## src/rtl/connect6_pkg.sv

```systemverilog
// Shared constants, cell encodings and feeder FSM state encoding for the
// Connect6 board section feeder.
package connect6_pkg;

   localparam int unsigned BOARD_SIZE   = 19;
   localparam int unsigned CELL_BITS    = 2;
   localparam int unsigned NUM_SECTIONS = 2 * BOARD_SIZE;
   localparam int unsigned SEC_W        = BOARD_SIZE * CELL_BITS;
   localparam int unsigned ADDR_W       = 9;
   localparam int unsigned IDX_W        = 6;
   localparam int unsigned CNT_W        = 5;
   localparam int unsigned TOT_W        = 7;

   localparam logic [CELL_BITS-1:0] CELL_EMPTY = 2'b00;
   localparam logic [CELL_BITS-1:0] CELL_BLACK = 2'b10;
   localparam logic [CELL_BITS-1:0] CELL_WHITE = 2'b01;

   typedef enum logic [2:0] {
      ST_IDLE   = 3'd0,
      ST_FETCH  = 3'd1,
      ST_LAUNCH = 3'd2,
      ST_WAIT   = 3'd3,
      ST_ACCUM  = 3'd4,
      ST_DONE   = 3'd5
   } state_t;

endpackage

```

## src/rtl/section_addr_gen.sv

```systemverilog
// Board RAM address generator: keeps the base address of the current section
// and steps it with +1 / +BOARD_SIZE adders only (no multiplier).
module section_addr_gen #(
   parameter int unsigned BOARD_SIZE = 19
) (
   input  logic                              clk,
   input  logic                              rst_n,
   input  logic                              i_clear,
   input  logic                              i_advance,
   input  logic [connect6_pkg::IDX_W-1:0]    i_sec_index,
   input  logic [connect6_pkg::ADDR_W-1:0]   i_cur_addr,
   output logic [connect6_pkg::ADDR_W-1:0]   o_next_base_c,
   output logic [connect6_pkg::ADDR_W-1:0]   o_next_addr_c
);
   import connect6_pkg::*;

   logic [ADDR_W-1:0] r_base;
   logic [ADDR_W-1:0] w_base_next;
   logic [ADDR_W-1:0] w_stride;
   logic              w_is_row;

   // Rows walk along a row (+1); columns walk down a column (+BOARD_SIZE).
   always_comb begin
      w_is_row = (i_sec_index < IDX_W'(BOARD_SIZE));
      w_stride = w_is_row ? ADDR_W'(1) : ADDR_W'(BOARD_SIZE);
   end

   // Row bases step by a full row; the last row hands over to column 0.
   always_comb begin
      w_base_next = r_base;
      if (i_clear) begin
         w_base_next = '0;
      end else if (i_advance) begin
         if (i_sec_index == IDX_W'(BOARD_SIZE - 1))
            w_base_next = '0;
         else if (w_is_row)
            w_base_next = r_base + ADDR_W'(BOARD_SIZE);
         else
            w_base_next = r_base + ADDR_W'(1);
      end
   end

   always_ff @(posedge clk or negedge rst_n) begin
      if (!rst_n) r_base <= '0;
      else        r_base <= w_base_next;
   end

   assign o_next_base_c = w_base_next;
   assign o_next_addr_c = i_cur_addr + w_stride;

endmodule

```

## src/rtl/section_feeder.sv

```systemverilog
// Scans all rows and columns of the board, assembles each into a section,
// hands it to the section processor and accumulates board-wide threat totals.
module section_feeder #(
   parameter int unsigned BOARD_SIZE = 19
) (
   input  logic        clk,
   input  logic        rst_n,
   input  logic        scan_start,
   output logic        scan_busy,
   output logic        scan_done,
   output logic        mem_rd_en,
   output logic [8:0]  mem_addr,
   input  logic [1:0]  mem_rd_data,
   output logic [37:0] section,
   output logic        sec_start,
   input  logic        sec_ready,
   output logic [5:0]  sec_index,
   input  logic [1:0]  num_t4_b,
   input  logic [1:0]  num_t3_b,
   input  logic [1:0]  num_t2_b,
   input  logic [1:0]  num_t4_w,
   input  logic [1:0]  num_t3_w,
   input  logic [1:0]  num_t2_w,
   output logic [6:0]  total_t4_b,
   output logic [6:0]  total_t3_b,
   output logic [6:0]  total_t2_b,
   output logic [6:0]  total_t4_w,
   output logic [6:0]  total_t3_w,
   output logic [6:0]  total_t2_w
);
   import connect6_pkg::*;

   localparam logic [CNT_W-1:0] LAST_K    = CNT_W'(BOARD_SIZE - 1);
   localparam logic [CNT_W-1:0] FETCH_END = CNT_W'(BOARD_SIZE);
   localparam logic [IDX_W-1:0] LAST_IDX  = IDX_W'(2 * BOARD_SIZE - 1);

   state_t            r_state;
   state_t            w_state_next;
   logic [CNT_W-1:0]  r_cnt;
   logic              r_wait_first;

   logic              w_scan_go;
   logic              w_fetch_enter;
   logic              w_issue_more;
   logic              w_rd_en_next;
   logic [ADDR_W-1:0] w_addr_next;
   logic              w_sec_start_next;
   logic              w_busy_next;
   logic              w_done_next;
   logic              w_slot_we;
   logic [CNT_W-1:0]  w_slot;
   logic              w_advance;
   logic [ADDR_W-1:0] w_next_base;
   logic [ADDR_W-1:0] w_next_addr;

   assign w_scan_go = (r_state == ST_IDLE) && scan_start;
   assign w_advance = (r_state == ST_ACCUM) && (sec_index != LAST_IDX);

   section_addr_gen #(.BOARD_SIZE(BOARD_SIZE)) u_addr_gen (
      .clk           (clk),
      .rst_n         (rst_n),
      .i_clear       (w_scan_go),
      .i_advance     (w_advance),
      .i_sec_index   (sec_index),
      .i_cur_addr    (mem_addr),
      .o_next_base_c (w_next_base),
      .o_next_addr_c (w_next_addr)
   );

   // State register
   always_ff @(posedge clk or negedge rst_n) begin
      if (!rst_n) r_state <= ST_IDLE;
      else        r_state <= w_state_next;
   end

   // Next-state logic; the first WAIT cycle never samples sec_ready.
   always_comb begin
      w_state_next = r_state;
      case (r_state)
         ST_IDLE:   if (scan_start) w_state_next = ST_FETCH;
         ST_FETCH:  if (r_cnt == FETCH_END) w_state_next = ST_LAUNCH;
         ST_LAUNCH: w_state_next = ST_WAIT;
         ST_WAIT:   if (!r_wait_first && sec_ready) w_state_next = ST_ACCUM;
         ST_ACCUM:  w_state_next = (sec_index == LAST_IDX) ? ST_DONE : ST_FETCH;
         ST_DONE:   w_state_next = ST_IDLE;
         default:   w_state_next = ST_IDLE;
      endcase
   end

   // Output logic: next values for the registered strobes and address.
   always_comb begin
      w_fetch_enter    = (w_state_next == ST_FETCH) && (r_state != ST_FETCH);
      w_issue_more     = (r_state == ST_FETCH) && (r_cnt < LAST_K);
      w_rd_en_next     = w_fetch_enter || w_issue_more;
      w_addr_next      = mem_addr;
      if (w_fetch_enter)     w_addr_next = w_next_base;
      else if (w_issue_more) w_addr_next = w_next_addr;
      w_sec_start_next = (r_state == ST_FETCH) && (r_cnt == FETCH_END);
      w_busy_next      = (w_state_next == ST_FETCH) || (w_state_next == ST_LAUNCH) ||
                         (w_state_next == ST_WAIT)  || (w_state_next == ST_ACCUM);
      w_done_next      = (w_state_next == ST_DONE);
      w_slot_we        = (r_state == ST_FETCH) && (r_cnt != '0);
      w_slot           = r_cnt - CNT_W'(1);
   end

   always_ff @(posedge clk or negedge rst_n) begin
      if (!rst_n) begin
         mem_rd_en    <= 1'b0;
         mem_addr     <= '0;
         sec_start    <= 1'b0;
         scan_busy    <= 1'b0;
         scan_done    <= 1'b0;
         r_cnt        <= '0;
         r_wait_first <= 1'b0;
      end else begin
         mem_rd_en <= w_rd_en_next;
         mem_addr  <= w_addr_next;
         sec_start <= w_sec_start_next;
         scan_busy <= w_busy_next;
         scan_done <= w_done_next;
         if (w_fetch_enter)              r_cnt <= '0;
         else if (r_state == ST_FETCH)   r_cnt <= r_cnt + CNT_W'(1);
         if (r_state == ST_LAUNCH)       r_wait_first <= 1'b1;
         else if (r_state == ST_WAIT)    r_wait_first <= 1'b0;
      end
   end

   // Read data for cell k arrives one cycle after its address; store in slot k.
   always_ff @(posedge clk or negedge rst_n) begin
      if (!rst_n) begin
         section <= '0;
      end else if (w_slot_we) begin
         for (int k = 0; k < 19; k++) begin
            if (w_slot == CNT_W'(k)) section[37-2*k -: 2] <= mem_rd_data;
         end
      end
   end

   // Section index and board-wide totals.
   always_ff @(posedge clk or negedge rst_n) begin
      if (!rst_n) begin
         sec_index  <= '0;
         total_t4_b <= '0;
         total_t3_b <= '0;
         total_t2_b <= '0;
         total_t4_w <= '0;
         total_t3_w <= '0;
         total_t2_w <= '0;
      end else if (w_scan_go) begin
         sec_index  <= '0;
         total_t4_b <= '0;
         total_t3_b <= '0;
         total_t2_b <= '0;
         total_t4_w <= '0;
         total_t3_w <= '0;
         total_t2_w <= '0;
      end else if (r_state == ST_ACCUM) begin
         total_t4_b <= total_t4_b + TOT_W'(num_t4_b);
         total_t3_b <= total_t3_b + TOT_W'(num_t3_b);
         total_t2_b <= total_t2_b + TOT_W'(num_t2_b);
         total_t4_w <= total_t4_w + TOT_W'(num_t4_w);
         total_t3_w <= total_t3_w + TOT_W'(num_t3_w);
         total_t2_w <= total_t2_w + TOT_W'(num_t2_w);
         if (w_advance) sec_index <= sec_index + IDX_W'(1);
      end
   end

endmodule
```

## config.mk

```make
export PLATFORM = sky130hd
export DESIGN_NAME = section_feeder
export DESIGN_NICKNAME = d
export VERILOG_FILES = /design/src/rtl/connect6_pkg.sv /design/src/rtl/section_addr_gen.sv /design/src/rtl/section_feeder.sv
export SDC_FILE = /design/constraint.sdc
export NUM_CORES = 1
export LEC_CHECK = 0
export CORE_ASPECT_RATIO = 0.6
export CORE_MARGIN = 3
export CORE_UTILIZATION = 38
export DETAILED_ROUTE_END_ITERATION = 16
export PLACE_DENSITY = 0.61
export SYNTH_ARGS = -nofsm -noshare
export SYNTH_HDL_FRONTEND = slang
export SYNTH_HIERARCHICAL = 1
export SYNTH_SLANG_ARGS = --single-unit
```

## constraint.sdc

```tcl
create_clock -name clk -period 2.54 [get_ports clk]
set_clock_uncertainty 0.05 [all_clocks]
set_input_delay 0.381 -clock clk [delete_from_list [all_inputs] [get_ports clk]]
set_output_delay 0.381 -clock clk [all_outputs]
set_load 0.01 [all_outputs]
```

==> results.yml, run 1 <==
outcome:
  run_status: "completed"
critical_path:
  crit_buf_inv: 1
  critPathSlowestCell: "dfrtp_2"
  r2r-start: "sec_index[0]"
  critPathLaunchType: "flip-flop"
  reg2regPathDepth: 9
  cp.arrival_ns: 2.67
  reg2reg_to: "mem_addr[6]"
  crit_chain: "a211o_1, a21o_1, inv_2, fa_2, a41oi_4, or3_1, a21oi_2, mux2i_1, a21oi_1"
  slowest_delay_ns: 0.43
  worstSetupEndpointType: "flip-flop"
  path_class: "reg2reg"
  required_ns: 2.81
  critPathTopFamily: "compound AO/OA/AOI/OAI gates"
  r2r_slack_ns: 0.14
  crit_path_max_fanout: 6
  crit_path_start: "sec_index[0]"
global_route:
  antenna_found_initial: 0
  grt_pass1_wl_um: 25400
  grt_max_degree: 46
  grt_pass1_vias: 4728
  grtUsageTotal: 0.178
  grt-ovfl-total: 0
route:
  first_pass_iters: 4
  avgRoutedWirePerCell_um: 16.9
  postRouteAntennaNets: 0
  drt_wl_total_um: 15200
  initialDrtViolationCount: 309
  via_count: 4694
  drc: 0
  viasPerCell: 5.20
yosys:
  synth_flop_cell: "dfrtp_1"
  yosysWarnings: 6
  synth_edf_count: 0
  synth_cells: 551
  syn_area_per_cell_um2: 11.0
  syn-num-nets: 600
  yosysSeqAreaShare: 0.481
  synth_area_um2: 6080
  async_flop_share: 1.00
  ys_ff_latch: 117
  synth_cell_types: 67
clocking:
  cts_setup_buffers: 0
  h-tree-depth: 4
  cts-buffers-inserted: 17
  clk_pin_slew_ns: 0.06
  worstSkewPairLatency_ns: 0.40
  clockBufferDepth: 2
  cts.sinks: 117
  cts-root-buf: "clkbuf_16"
  cts_tree: "done"
pwr:
  total_power_mw: 8.44
  peakVddDrop_v: 0.000446
  p_leak_nw: 3.46
  powerDensity_nw_per_um2: 1030
worst_hold_path:
  min_from: "total_t4_b[6]"
  hold_class: "reg2reg"
  holdPathStages: 1
  worstHoldEndpoint: "total_t4_b[6]"
floorplanning:
  row_count: 35
  initial_utilization: 0.392
  die_h_um: 104
  die-area_um2: 17600
  core_um2: 15500
  die_width_um: 169
  io_pins: 117
layout:
  nets: 735
  diodes: 0
  drive_gt1_frac: 0.183
  syn2layout_area_growth_pct: 34.9
timing:
  finalCritPeriodShare: 0.944
  slew-limit-headroom: 0.529
  fin_crit_ns: 2.40
  rsz0062_at_grt: "false"
  tightestPinTransition_ns: 0.705
  slew_viol_final: 0
  setup_viol: 0
  max_freq_mhz: 417
  hold_viol: 0
  setup_tns_ns: 0
placed_design:
  dp_hpwl_um: 11100
  gp_congestion: 0.819
  io_buffers: 116
run:
  cap_violations: 0
[cells in the final DEF, fill, tap and decap left out, types with 4 or more instances in the layout]
| cell | synthesis | routed |
|---|---|---|
| xor2_1 | 8 | 8 |
| clkinvlp_4 | 0 | 5 |
| mux2i_1 | 18 | 18 |
| mux2_2 | 33 | 33 |
| clkdlybuf4s50_1 | 0 | 115 |
| dfrtp_1 | 117 | 116 |
| a31oi_1 | 9 | 9 |
| mux2_4 | 4 | 4 |
| xnor2_1 | 8 | 8 |
| a22o_1 | 7 | 7 |
| a21oi_2 | 1 | 4 |
| nand3_1 | 24 | 24 |
| ha_1 | 23 | 22 |
| o31ai_1 | 7 | 7 |
| nor3b_2 | 6 | 6 |
| clkbuf_16 | 0 | 17 |
| a21oi_1 | 26 | 23 |
| nor2_1 | 42 | 42 |
| fa_1 | 8 | 7 |
| o21ai_0 | 29 | 29 |
| nand2_1 | 30 | 30 |
| and2_1 | 9 | 9 |
| buf_4 | 4 | 22 |
| inv_1 | 29 | 28 |
| o21ai_1 | 8 | 8 |
| o22ai_1 | 7 | 7 |
| nand4_1 | 14 | 14 |
[logic make-up (layout without fill, tap and decap cells)]
logic type | after synthesis | after routing | share of synthesized area
AND/OR/NAND/NOR | 153 | 153 | 0.138
adder cells (fa/ha/maj) | 31 | 31 | 0.0736
flip-flops | 117 | 117 | 0.481
multiplexers | 57 | 57 | 0.104
XOR/XNOR | 16 | 16 | 0.0230
AO/OA/AOI/OAI | 123 | 123 | 0.136
buffers and inverters | 54 | 202 | 0.0434
[through the flow]
step | hold slack [ns] | util | setup slack, ns | cells | cell area (um2)
floorplan | 0.0354 | - | 0.234 | 551 | 6080
detailed placement | 0.392 | 0.487 | 0.0307 | 869 | 7550
CTS | 0.441 | 0.526 | 0.0276 | 902 | 8150
global placement | 0.389 | 0.487 | 0.164 | 869 | 7550
finish | 0.432 | 0.529 | 0.142 | 902 | 8210
global route | 0.452 | 0.529 | 0.00911 | 902 | 8210
[how the worst max path moves through the flow]
stage | endpoint | slack (ns) | depth (start not counted)
after floorplan | mem_addr[7] | 0.23 | 9
after global routing | mem_addr[2] | 0.009 | 9
after CTS | mem_addr[6] | 0.03 | 9
after global placement | mem_addr[7] | 0.16 | 9
final | mem_addr[6] | 0.14 | 9
after detailed placement | mem_addr[8] | 0.03 | 9
[sequential cells by signal (all words and copies together) (netlist names), 3 cells and up]
name and count:
total_t4_w 7, total_t4_b 7, r_cnt 5, sec_index 6, section 38, total_t3_w 7, u_addr_gen/r_base 9, r_state 3
mem_addr 9, total_t3_b 7, total_t2_w 7, total_t2_b 7
[cell usage after synthesis, types with 9 or more instances]
master	count	area, um2
a21oi_1	26	130
a31oi_1	9	56.3
and2_1	9	56.3
buf_2	9	45.0
dfrtp_1	117	2930
ha_1	23	288
inv_1	29	109
mux2_2	33	372
mux2i_1	18	180
nand2_1	30	113
nand3_1	24	120
nand4_1	14	87.6
nor2_1	42	158
o21ai_0	29	145
[layer usage]
metal  vias to the layer above  GRT usage  part of all wire
li1                       2252          -                 -
met4                         0     0.0461            0.0035
met1                      2333      0.266              0.51
met2                       105      0.262              0.44
met5                         -          0                 0
met3                         4     0.0387             0.045
[layout make-up]
class                   count  area, um2
clock buffers              18        439
repair buffers            140       1370
clock inverters            14        151
well taps                 203        254
fillers                  1382       7290
multi-input cells         380       2950
inverters                  30        118
flip-flops and latches    117       2930
[worst reg2reg max path, delay by kind of cell, from the launching register on]
kind	cells	cell delay [ns]
adder cells (fa/ha/maj)	1	0.27
AO/OA/AOI/OAI	5	1.00
multiplexers	1	0.08
AND/OR/NAND/NOR	1	0.35
flip-flops	1	0.43
buffers and inverters	1	0.13
[report_power, final]
group | total, mW | internal (mW) | switching (mW)
Clock | 2.38 | 1.48 | 0.898
Combinational | 3.30 | 1.70 | 1.59
Sequential | 2.77 | 2.34 | 0.426
[what timing repair did]
item / in CTS / in global routing
gates resized for setup: 0 / 11
hold endpoints to repair: 42 / 0
endpoints found under the setup margin: 0 / 5
hold buffers: 1 / 0
(Power assumes the default switching activity.)
==> run 2: changes to the inputs <==
Settings changed: CTS_BUF_LIST from default to sky130_fd_sc_hd__clkbuf_8.
==> results.yml, run 2 (synthesis results as in run 1) <==
route:
  wl_met1_um: 7740
  via_count: 4682
  wl_met2_um: 6660
  dr.max_layer_used: "met4"
  drc: 0
  route.met3.wl_um: 682
  avgRoutedWirePerCell_um: 16.9
  postRouteAntennaNets: 0
  drt_wl_total_um: 15200
  first_pass_iters: 5
  initialDrtViolationCount: 315
  viasPerCell: 5.18
timing:
  rsz0062_at_grt: "false"
  setup_viol: 0
  fin_crit_ns: 2.39
  max_freq_mhz: 418
  finalCritPeriodShare: 0.942
  slew-limit-headroom: 0.549
  hold_viol: 0
  tightestPinTransition_ns: 0.674
  setup_tns_ns: 0
  slew_viol_final: 0
  whs_ns: 0.435
clocking:
  cts-root-buf: "clkbuf_8"
  clk_pin_slew_ns: 0.09
  h-tree-depth: 4
  cts.sinks: 117
  cts_tree: "done"
  cts-buffers-inserted: 17
  worstSkewPairLatency_ns: 0.43
  clockBufferDepth: 2
global_route:
  antenna_found_initial: 0
  grt_pass1_vias: 4749
  grt_max_degree: 46
  grtUsageTotal: 0.179
  grt-ovfl-total: 0
  grt_pass1_wl_um: 25500
layout:
  final_util: 0.517
  layout_common_cells: "clkdlybuf4s50_1 (115), dfrtp_1 (115), nor2_1 (42)"
  top_register: "section"
  drive_gt1_frac: 0.184
  finalNonFillerCells: 903
  nets: 736
  largest_register_ffs: 38
  diodes: 0
  top_regs: "section: 38 flops, mem_addr: 9 flops, u_addr_gen/r_base: 9 flops"
  syn2layout_area_growth_pct: 31.6
pwr:
  switching_share: 0.364
  switchingPower_mw: 2.83
  p_clk_frac: 0.221
  powerDensity_nw_per_um2: 971
  peakVddDrop_v: 0.000427
  p_leak_nw: 3.37
  sequentialPowerShare: 0.355
  p_int_mw: 4.95
  combPwrFrac: 0.424
critical_path:
  r2r_slack_ns: 0.15
  required_ns: 2.83
  crit_path_max_fanout: 6
  critPathTopFamily: "compound AO/OA/AOI/OAI gates"
  r2r-start: "sec_index[0]"
  slowest_delay_ns: 0.44
  critPathLaunchType: "flip-flop"
  path_class: "reg2reg"
  reg2reg_to: "mem_addr[6]"
  crit_path_start: "sec_index[0]"
  crit_chain: "a211o_1, a21o_1, inv_2, fa_2, a41oi_2, or3_1, a21oi_2, mux2i_1, a21oi_1"
  crit_buf_inv: 1
  critPathSlowestCell: "dfrtp_2"
  crit_cells: 9
  crit_path_end: "mem_addr[6]"
  cp.arrival_ns: 2.68
  reg2regPathDepth: 9
  worstSetupEndpointType: "flip-flop"
floorplanning:
  die_width_um: 169
  die-area_um2: 17600
  die_h_um: 104
  row_count: 35
  core_um2: 15500
  io_pins: 117
  initial_utilization: 0.392
outcome:
  run_status: "completed"
placed_design:
  dp_hpwl_um: 11100
  gp_congestion: 0.819
  dp.cells: 869
  io_buffers: 116
worst_hold_path:
  hold_class: "reg2reg"
run:
  cap_violations: 0
[run 2: cell types whose count changed in the layout (fill, tap and decap cells not counted)]
cell / before / now
dfrtp_2: 1 / 2
dfrtp_1: 116 / 115
or3_1: 2 / 3
clkbuf_16: 17 / 0
buf_4: 22 / 23
a41oi_4: 1 / 0
clkbuf_8: 1 / 18
or3_4: 1 / 0
a41oi_2: 0 / 1
[run 2: layout make-up]
type / count / area, um2
Fill cell: 1401 / 7490
Clock inverter: 14 / 151
Clock buffer: 18 / 248
Inverter: 30 / 118
Sequential cell: 117 / 2930
Timing Repair Buffer: 141 / 1370
Multi-Input combinational cell: 380 / 2930
Tap cell: 203 / 254
[run 2: power by group through the flow]
stage | clock network (mW) | logic [mW] | registers, mW
global route | 1.86 | 3.59 | 2.84
finish | 1.72 | 3.30 | 2.76
floorplan | 0 | 1.83 | 2.86
detailed placement | 0 | 3.27 | 2.79
CTS | 1.77 | 3.30 | 2.76
global placement | 0 | 3.17 | 2.76
[run 2: how the worst min path moves through the flow]
stage	start	endpoint	slack [ns]	cells after the start
global placement	rst_n	section[23]	0.39	1
finish	total_t4_b[6]	total_t4_b[6]	0.44	1
CTS	total_t4_b[6]	total_t4_b[6]	0.44	1
global route	total_t4_b[6]	total_t4_b[6]	0.46	1
detailed placement	rst_n	section[22]	0.39	1
floorplan	rst_n	mem_addr[0]	0.04	0
[run 2: layer usage]
metal,track usage,vias to the layer above
li1,-,2247
met1,0.265,2308
met2,0.262,110
met3,0.0414,17
met4,0.0502,0
met5,0,-
[run 2: repair_timing]
item                                    in CTS  in global routing
endpoints found under the setup margin       1                  8
setup buffers                                0                  1
hold buffers                                 1                  0
hold endpoints to repair                    42                  0
gates resized for setup                      1                  9
pin swaps                                    0                  6
[run 2: metrics by stage]
| stage | worst slack (ns) | power (mW) | cell area (um2) |
|---|---|---|---|
| after CTS | 0.0204 | 7.83 | 7970 |
| after floorplan | 0.234 | 4.69 | 6080 |
| after global routing | 0.00721 | 8.30 | 8010 |
| after global placement | 0.164 | 5.94 | 7550 |
| after detailed placement | 0.0307 | 6.06 | 7550 |
| final | 0.147 | 7.78 | 8010 |
==> run 3: changes to the inputs <==
Settings changed: SLEW_MARGIN from default to 0.
==> results of run 3 <==
The final DEF is identical to that of run 2; final timing and power are the same.
